`config.mk`:
```
export PLATFORM = sky130hd
export DESIGN_NAME = adc2_capture_ctrl
export DESIGN_NICKNAME = d
export VERILOG_FILES = /design/src/rtl/adc2_pkg.sv /design/src/rtl/adc2_sync_fifo.sv /design/src/rtl/adc2_capture_ctrl.sv
export SDC_FILE = /design/constraint.sdc
export NUM_CORES = 1
export LEC_CHECK = 0
export CAP_MARGIN = 20
export CORE_MARGIN = 8
export CORE_UTILIZATION = 50
export CTS_CLUSTER_SIZE = 24
export DETAILED_ROUTE_END_ITERATION = 8
export PLACE_DENSITY = 0.68
export SYNTH_ARGS = -nofsm -noshare
export SYNTH_HDL_FRONTEND = slang
export SYNTH_SLANG_ARGS = --single-unit
```
`constraint.sdc`:
```
create_clock -name Adc2DCO_pi -period 6.94 [get_ports Adc2DCO_pi]
set_input_delay 1.041 -clock Adc2DCO_pi [delete_from_list [all_inputs] [get_ports Adc2DCO_pi]]
set_output_delay 1.041 -clock Adc2DCO_pi [all_outputs]
set_load 0.1 [all_outputs]
```
`src/rtl/adc2_pkg.sv`:
```
// Shared types and sizing helpers for the ADC2 frame-capture controller.
package adc2_pkg;

  typedef enum logic [1:0] {
    IDLE    = 2'd0,
    ARMED   = 2'd1,
    CAPTURE = 2'd2,
    DRAIN   = 2'd3
  } state_e;

  localparam int DATA_W_DEF = 16;
  localparam int WORD_W_DEF = 2 * DATA_W_DEF + 1;

  // Buffered word: {last, q2, q1}
  function automatic int word_w(input int data_w);
    return 2 * data_w + 1;
  endfunction

  function automatic int ptr_w(input int depth);
    return $clog2(depth);
  endfunction

endpackage

```
`src/rtl/adc2_sync_fifo.sv`:
```
// Single-clock first-word-fall-through FIFO with a registered output and synchronous flush.
module adc2_sync_fifo
  import adc2_pkg::*;
#(
  parameter int W     = WORD_W_DEF,
  parameter int DEPTH = 16
) (
  input  logic         clk,
  input  logic         rst_n,
  input  logic         flush,
  input  logic         push,
  input  logic [W-1:0] din,
  output logic         wr_ready,
  input  logic         rd_ready,
  output logic [W-1:0] dout,
  output logic         dout_valid,
  output logic         empty
);

  localparam int PW = ptr_w(DEPTH);

  logic [W-1:0]  mem [DEPTH];
  logic [PW-1:0] wr_ptr_q, rd_ptr_q, rd_ptr_nxt;
  logic          full, pop, wr_en;

  // One slot is left unused so full/empty come straight from the pointers;
  // the output register shows mem[rd_ptr] and is not an extra storage slot.
  assign full       = (wr_ptr_q + PW'(1)) == rd_ptr_q;
  assign empty      = wr_ptr_q == rd_ptr_q;
  assign pop        = dout_valid && rd_ready;
  assign wr_ready   = !full || pop;
  assign wr_en      = push && wr_ready && !flush;
  assign rd_ptr_nxt = rd_ptr_q + PW'(pop);

  always_ff @(posedge clk) begin
    if (wr_en) mem[wr_ptr_q] <= din;
  end

  always_ff @(posedge clk or negedge rst_n) begin
    if (!rst_n) begin
      wr_ptr_q   <= '0;
      rd_ptr_q   <= '0;
      dout       <= '0;
      dout_valid <= 1'b0;
    end else if (flush) begin
      wr_ptr_q   <= '0;
      rd_ptr_q   <= '0;
      dout       <= '0;
      dout_valid <= 1'b0;
    end else begin
      if (wr_en) wr_ptr_q <= wr_ptr_q + PW'(1);
      rd_ptr_q   <= rd_ptr_nxt;
      // Compared against the pre-write pointer: a new word shows one edge after its push.
      dout_valid <= wr_ptr_q != rd_ptr_nxt;
      if (wr_ptr_q != rd_ptr_nxt) dout <= mem[rd_ptr_nxt];
    end
  end

endmodule

```
`src/rtl/adc2_capture_ctrl.sv`:
```
// ADC2 frame-capture controller: arm, trigger, decimated capture into a FIFO, valid/ready drain.
// state   | meaning
// IDLE    | waiting for arm with a non-zero frame length
// ARMED   | waiting for a software or rising level-crossing trigger
// CAPTURE | pushing decimated sample pairs until the last word is buffered
// DRAIN   | waiting for the FIFO and output register to empty, then pulse done
module adc2_capture_ctrl
  import adc2_pkg::*;
#(
  parameter int DATA_W     = DATA_W_DEF,
  parameter int FIFO_DEPTH = 16,
  parameter int LEN_W      = 12
) (
  input  logic                Adc2DCO_pi,
  input  logic                Adc2Rst_n,
  input  logic [DATA_W-1:0]   q1,
  input  logic [DATA_W-1:0]   q2,
  input  logic                arm,
  input  logic                abort,
  input  logic                trig_sw,
  input  logic                trig_lvl_en,
  input  logic [DATA_W-1:0]   trig_lvl,
  input  logic [LEN_W-1:0]    frame_len,
  input  logic [3:0]          decim,
  output logic [2*DATA_W-1:0] m_data,
  output logic                m_valid,
  input  logic                m_ready,
  output logic                m_last,
  output logic                busy,
  output logic                done,
  output logic                ovf
);

  localparam int WORD_W = word_w(DATA_W);

  state_e              state_q, state_d;
  logic [LEN_W-1:0]    len_q, wrd_cnt_q;
  logic [3:0]          decim_q, dec_cnt_q;
  logic [DATA_W-1:0]   q1_prev_q;
  logic                prev_vld_q;
  logic                hold_vld_q;
  logic [2*DATA_W-1:0] hold_q;
  logic                ovf_q;

  logic                arm_ok, trig, slot, last_slot, push, drop, take_hold, lvl_hit;
  logic                fifo_wr_rdy, fifo_empty, fifo_dout_vld;
  logic [WORD_W-1:0]   fifo_din, fifo_dout;

  assign lvl_hit = trig_lvl_en && prev_vld_q && (q1_prev_q < trig_lvl) && (trig_lvl <= q1);

  always_ff @(posedge Adc2DCO_pi or negedge Adc2Rst_n) begin
    if (!Adc2Rst_n) state_q <= IDLE;
    else            state_q <= state_d;
  end

  always_comb begin
    state_d   = state_q;
    arm_ok    = 1'b0;
    trig      = 1'b0;
    slot      = 1'b0;
    last_slot = 1'b0;
    done      = 1'b0;
    unique case (state_q)
      IDLE:    arm_ok = arm && (frame_len != '0);
      ARMED:   trig   = trig_sw || lvl_hit;
      CAPTURE: slot   = !hold_vld_q && (dec_cnt_q == '0);
      DRAIN:   done   = fifo_empty && !fifo_dout_vld;
    endcase
    // The trigger cycle is push slot 0 of the frame.
    if (trig) begin
      slot      = 1'b1;
      last_slot = len_q == LEN_W'(1);
    end else if (slot) begin
      last_slot = wrd_cnt_q == (len_q - LEN_W'(1));
    end
    if (abort) begin
      arm_ok    = 1'b0;
      trig      = 1'b0;
      slot      = 1'b0;
      last_slot = 1'b0;
      done      = 1'b0;
    end
    push      = hold_vld_q ? !abort : slot;
    fifo_din  = hold_vld_q ? {1'b1, hold_q} : {last_slot, q2, q1};
    drop      = slot && !last_slot && !fifo_wr_rdy;
    take_hold = slot && last_slot && !fifo_wr_rdy;
    if (arm_ok) state_d = ARMED;
    if (trig)   state_d = CAPTURE;
    if (fifo_wr_rdy && ((slot && last_slot) || (hold_vld_q && !abort))) state_d = DRAIN;
    if (done || abort) state_d = IDLE;
  end

  always_ff @(posedge Adc2DCO_pi or negedge Adc2Rst_n) begin
    if (!Adc2Rst_n) begin
      len_q      <= '0;
      decim_q    <= '0;
      wrd_cnt_q  <= '0;
      dec_cnt_q  <= '0;
      q1_prev_q  <= '0;
      prev_vld_q <= 1'b0;
      hold_vld_q <= 1'b0;
      hold_q     <= '0;
      ovf_q      <= 1'b0;
    end else begin
      q1_prev_q  <= q1;
      prev_vld_q <= state_q == ARMED;
      if (arm_ok) begin
        len_q   <= frame_len;
        decim_q <= decim;
      end
      if (arm_ok)    ovf_q <= 1'b0;
      else if (drop) ovf_q <= 1'b1;
      // Slot 0 was taken on the trigger cycle, so both counters start one step in.
      if (trig) begin
        wrd_cnt_q <= LEN_W'(1);
        dec_cnt_q <= (decim_q == '0) ? 4'd0 : 4'd1;
      end else if (state_q == CAPTURE) begin
        dec_cnt_q <= (dec_cnt_q == decim_q) ? 4'd0 : dec_cnt_q + 4'd1;
        if (slot) wrd_cnt_q <= wrd_cnt_q + LEN_W'(1);
      end
      if (abort) begin
        hold_vld_q <= 1'b0;
      end else if (take_hold) begin
        hold_vld_q <= 1'b1;
        hold_q     <= {q2, q1};
      end else if (hold_vld_q && fifo_wr_rdy) begin
        hold_vld_q <= 1'b0;
      end
    end
  end

  adc2_sync_fifo #(
    .W     (WORD_W),
    .DEPTH (FIFO_DEPTH)
  ) u_fifo (
    .clk        (Adc2DCO_pi),
    .rst_n      (Adc2Rst_n),
    .flush      (abort),
    .push       (push),
    .din        (fifo_din),
    .wr_ready   (fifo_wr_rdy),
    .rd_ready   (m_ready),
    .dout       (fifo_dout),
    .dout_valid (fifo_dout_vld),
    .empty      (fifo_empty)
  );

  assign m_data  = fifo_dout[2*DATA_W-1:0];
  assign m_last  = fifo_dout_vld && fifo_dout[2*DATA_W];
  assign m_valid = fifo_dout_vld;
  assign busy    = state_q != IDLE;
  assign ovf     = ovf_q;

endmodule

```
==> results.py <==
metrics = {
    "clocking": {
        "htree_levels": 3,
        "clock-sinks": 655,
        "post-cts-setup-buffers": 0,
        "cts_tree": "done",
        "cts_hold_buf": 0,
        "clk_path_buf_depth": 3,
        "clock-root-buffer": "clkbuf_16",
        "ctsResizeCount": 0,
        "clk_pin_slew_ps": 60,
        "cts_buffers": 69,
        "clock_latency_ps": 590,
    },
    "synthesis": {
        "ys_types": 59,
        "synth_area_mm2": 0.02702,
        "synth_area_per_cell_um2": 18.99,
        "synth_seq_cells": 655,
        "synth_cells": 1423,
        "synth-edff-count": 528,
        "yosys-top-cells-area": "edfxtp_1 (59%), mux4_2 (14%), dfrtp_1 (12%), ha_1 (1.9%), mux2_4 (1.7%)",
        "synth-main-ff-cell": "edfxtp_1",
        "synth_top_cell_by_area": "edfxtp_1",
        "synth_top_cell_area_share": 0.5867,
        "synthArstFlopShare": 0.1939,
        "synth-seq-area-share": 0.7044,
        "synth_fp_nets": 1536,
        "synth_warnings": 0,
    },
    "routing": {
        "detail-route-antenna-nets": 0,
        "vias": 13440,
        "routed_wl_um": 57900,
        "wl_per_cell_um": 25.08,
        "routed_via_density": 5.822,
        "dr.pass1.iters": 5,
        "route.detailed.drc": 0,
        "drtIter0Drc": 1027,
    },
    "place": {
        "dpl.cell_count": 2183,
        "port_buffers": 107,
        "routabilityCongestion": 0.7950,
        "dpl_worst_slack_ps": 1214,
        "dp_hpwl_um": 32320,
    },
    "critical_path": {
        "path_cells": "clkdlybuf4s50_1 -> inv_1 -> ha_1 -> nand4_1 -> nor4_1 -> a41oi_1 -> o31a_1 -> nor3_1 -> o21ai_1 -> or3b_2 -> buf_4 -> mux2_4",
        "r2r_start": "q1_prev_q[11]",
        "r2r_cells": 10,
        "arrival_ps": 5690,
        "r2r_end": "hold_q[18]",
        "critPathLaunchType": "primary input",
        "crit_type": "primary input to register",
        "cpMaxStageDelayCell": "or3b_2",
        "cp.depth": 12,
        "cp-end-kind": "register",
        "reg2reg_setup_slack_ps": 2440,
        "cp-startpoint": "q1[14]",
        "critPathBufInv": 3,
        "crit_family": "simple AND/OR/NAND/NOR gates",
        "slowest_delay_ps": 880,
        "crit_fanout": 17,
        "crit_required_ps": 7410,
        "critPathCapture": "hold_q[18]",
    },
    "cells_and_area": {
        "drive_gt1_frac": 0.2554,
        "antenna_cells": 0,
        "nFillCells": 4003,
        "multiInputGateArea_mm2": 0.007415,
        "final_nets": 1672,
        "instances_no_fill": 2309,
        "area_growth_syn_to_layout_pct": 15.18,
        "seq_area_mm2": 0.01903,
    },
    "global_routing": {
        "antenna_found_initial": 0,
        "grt_usage": 0.1877,
        "grt_max_degree": 72,
        "grt_pass1_vias": 14200,
        "grt_pass1_wl_um": 88800,
        "overflow": 0,
    },
    "timing": {
        "hold_viol_final": 0,
        "min_period_ps": 5220,
        "worst_pin_slew_ps": 1038,
        "fmaxAchievable_mhz": 191.6,
        "slew_headroom": 0.3057,
        "timing.final.crit_share": 0.7522,
        "skew_ps": 17.96,
        "drv_slew": 0,
        "whs_ps": 414.4,
        "rsz0062_at_grt": "no",
        "finalSetupViolCount": 0,
        "worst_slack_ps": 1720,
        "fin_tns_setup_ps": 0,
    },
    "floorplanning": {
        "fp-row-count": 85,
        "ios": 108,
        "die_w_um": 248.5,
        "coreArea_mm2": 0.05360,
        "start_util": 0.5041,
        "die_h_um": 248.5,
        "dieArea_mm2": 0.06174,
    },
    "min_path": {
        "hp-class": "primary input to async pin",
    },
    "power": {
        "switching_share": 0.2159,
        "internal_power_mw": 6.501,
        "power_density_mw_per_mm2": 266.4,
        "pwr-share-seq": 0.524,
        "ir_drop_mv": 0.1514,
        "total_leakage_power_nw": 10.93,
        "clock_power_share": 0.416,
        "switchingPower_mw": 1.789,
        "p_comb_frac": 0.060,
    },
    "flow_run": {
        "max_cap_viol_count": 0,
    },
    "status": {
        "run_status": "finished, final reports clean",
    },
}
## kinds of logic after synthesis
kind of cell             synth area share
AO/OA/AOI/OAI                     0.01945
flip-flops                         0.7044
XOR/XNOR                          0.01264
adder cells (fa/ha/maj)           0.01945
AND/OR/NAND/NOR                   0.03649
buffers and inverters             0.02672
multiplexers                       0.1809
## synthesized netlist by cell type, types with 2 or more instances
| cell type | count |
|---|---|
| nor2_1 | 59 |
| and3_1 | 3 |
| or3_1 | 4 |
| and2_1 | 5 |
| buf_4 | 32 |
| xnor2_1 | 22 |
| buf_1 | 10 |
| nand3_1 | 15 |
| mux2_2 | 33 |
| nand2_1 | 35 |
| a31oi_1 | 2 |
| a211oi_1 | 2 |
| o21ai_0 | 30 |
| nor4_1 | 16 |
| buf_2 | 4 |
| mux4_2 | 165 |
| edfxtp_1 | 528 |
| or4_1 | 5 |
| xor2_1 | 17 |
| nor3_1 | 17 |
| o21a_1 | 5 |
| nand4_1 | 7 |
| mux2_4 | 30 |
| buf_12 | 3 |
| mux2i_1 | 35 |
| nor2b_1 | 7 |
| nor3b_1 | 3 |
| clkbuf_1 | 47 |
| inv_1 | 47 |
| ha_1 | 42 |
| dfrtp_1 | 127 |
| o211ai_1 | 2 |
| a21oi_1 | 33 |
| and4_1 | 2 |
| o31ai_1 | 4 |
| or2_2 | 2 |
## power groups by stage
| stage | Sequential [mW] | Combinational, mW | Clock (mW) |
|---|---|---|---|
| detailed placement | 4.42 | 0.503 | 0 |
| global placement | 4.42 | 0.488 | 0 |
| finish | 4.34 | 0.498 | 3.45 |
| floorplan | 4.41 | 0.346 | 0 |
| CTS | 4.34 | 0.506 | 3.54 |
| global route | 4.35 | 0.546 | 3.68 |
## cell usage in the layout, fill, tap and decap left out, types with 7 or more instances in the layout
cell,synthesis,layout
clkinv_1,0,9
o21ai_0,30,29
clkdlybuf4s50_1,0,105
mux2i_1,35,35
nor2b_1,7,7
nand4_1,7,7
nor2_1,59,59
ha_1,42,40
xor2_1,17,16
dfrtp_1,127,126
nor3_1,17,9
xnor2_1,22,21
mux2_4,30,30
nor3_2,0,8
inv_1,47,47
clkinv_2,0,11
clkbuf_16,0,71
nand3_1,15,15
buf_4,32,53
mux4_2,165,165
nor4_1,16,7
mux2_2,33,33
clkbuf_1,47,22
nand2_1,35,35
edfxtp_1,528,528
nor4_2,1,10
a21oi_1,33,33
## through the flow
step,util,cell area (um^2),power (mW)
6_report,0.5807,31120,8.290
3_3_place_gp,0.5409,28990,4.911
4_1_cts,0.5805,31120,8.392
5_1_grt,0.5807,31120,8.580
3_5_place_dp,0.5409,28990,4.927
2_1_floorplan,-,27020,4.758
## per-layer routing
metal | wire length, um | GRT usage | vias to the layer above
li1 | - | - | 5902
met1 | 24620 | 0.2510 | 7117
met2 | 29260 | 0.3164 | 349
met3 | 2931 | 0.03296 | 76
met4 | 1092 | 0.05182 | 0
met5 | 0 | 0 | -
## sequential cells by signal, summed over array words and instances (netlist names)
| name | flops |
|---|---|
| u_fifo.wr_ptr_q | 4 |
| dec_cnt_q | 4 |
| state_q | 2 |
| wrd_cnt_q | 12 |
| prev_vld_q | 1 |
| u_fifo.mem | 528 |
| len_q | 12 |
| hold_vld_q | 1 |
| u_fifo.dout_valid | 1 |
| u_fifo.dout | 33 |
| q1_prev_q | 16 |
| hold_q | 32 |
| u_fifo.rd_ptr_q | 4 |
| ovf | 1 |
| decim_q | 4 |
## final cells by class
type | count | share of cell area
timing repair buffer | 162 | 0.04836
clock buffer | 96 | 0.06106
tap | 696 | 0.02798
clock inverter | 29 | 0.007155
multi-input combinational | 624 | 0.2382
sequential | 655 | 0.6116
inverter | 47 | 0.005668
## worst min path at each step
stage                from          to  slack [ps]  cells after the start
2_1_floorplan   hold_q[0]   hold_q[0]         480                      1
3_3_place_gp    hold_q[0]   hold_q[0]         490                      1
3_5_place_dp   hold_q[21]  hold_q[21]         490                      1
4_1_cts         Adc2Rst_n    len_q[9]         440                      1
5_1_grt         Adc2Rst_n    len_q[8]         460                      1
6_report        Adc2Rst_n    len_q[8]         410                      1
No activity file was read; power rests on OpenSTA's default activity.
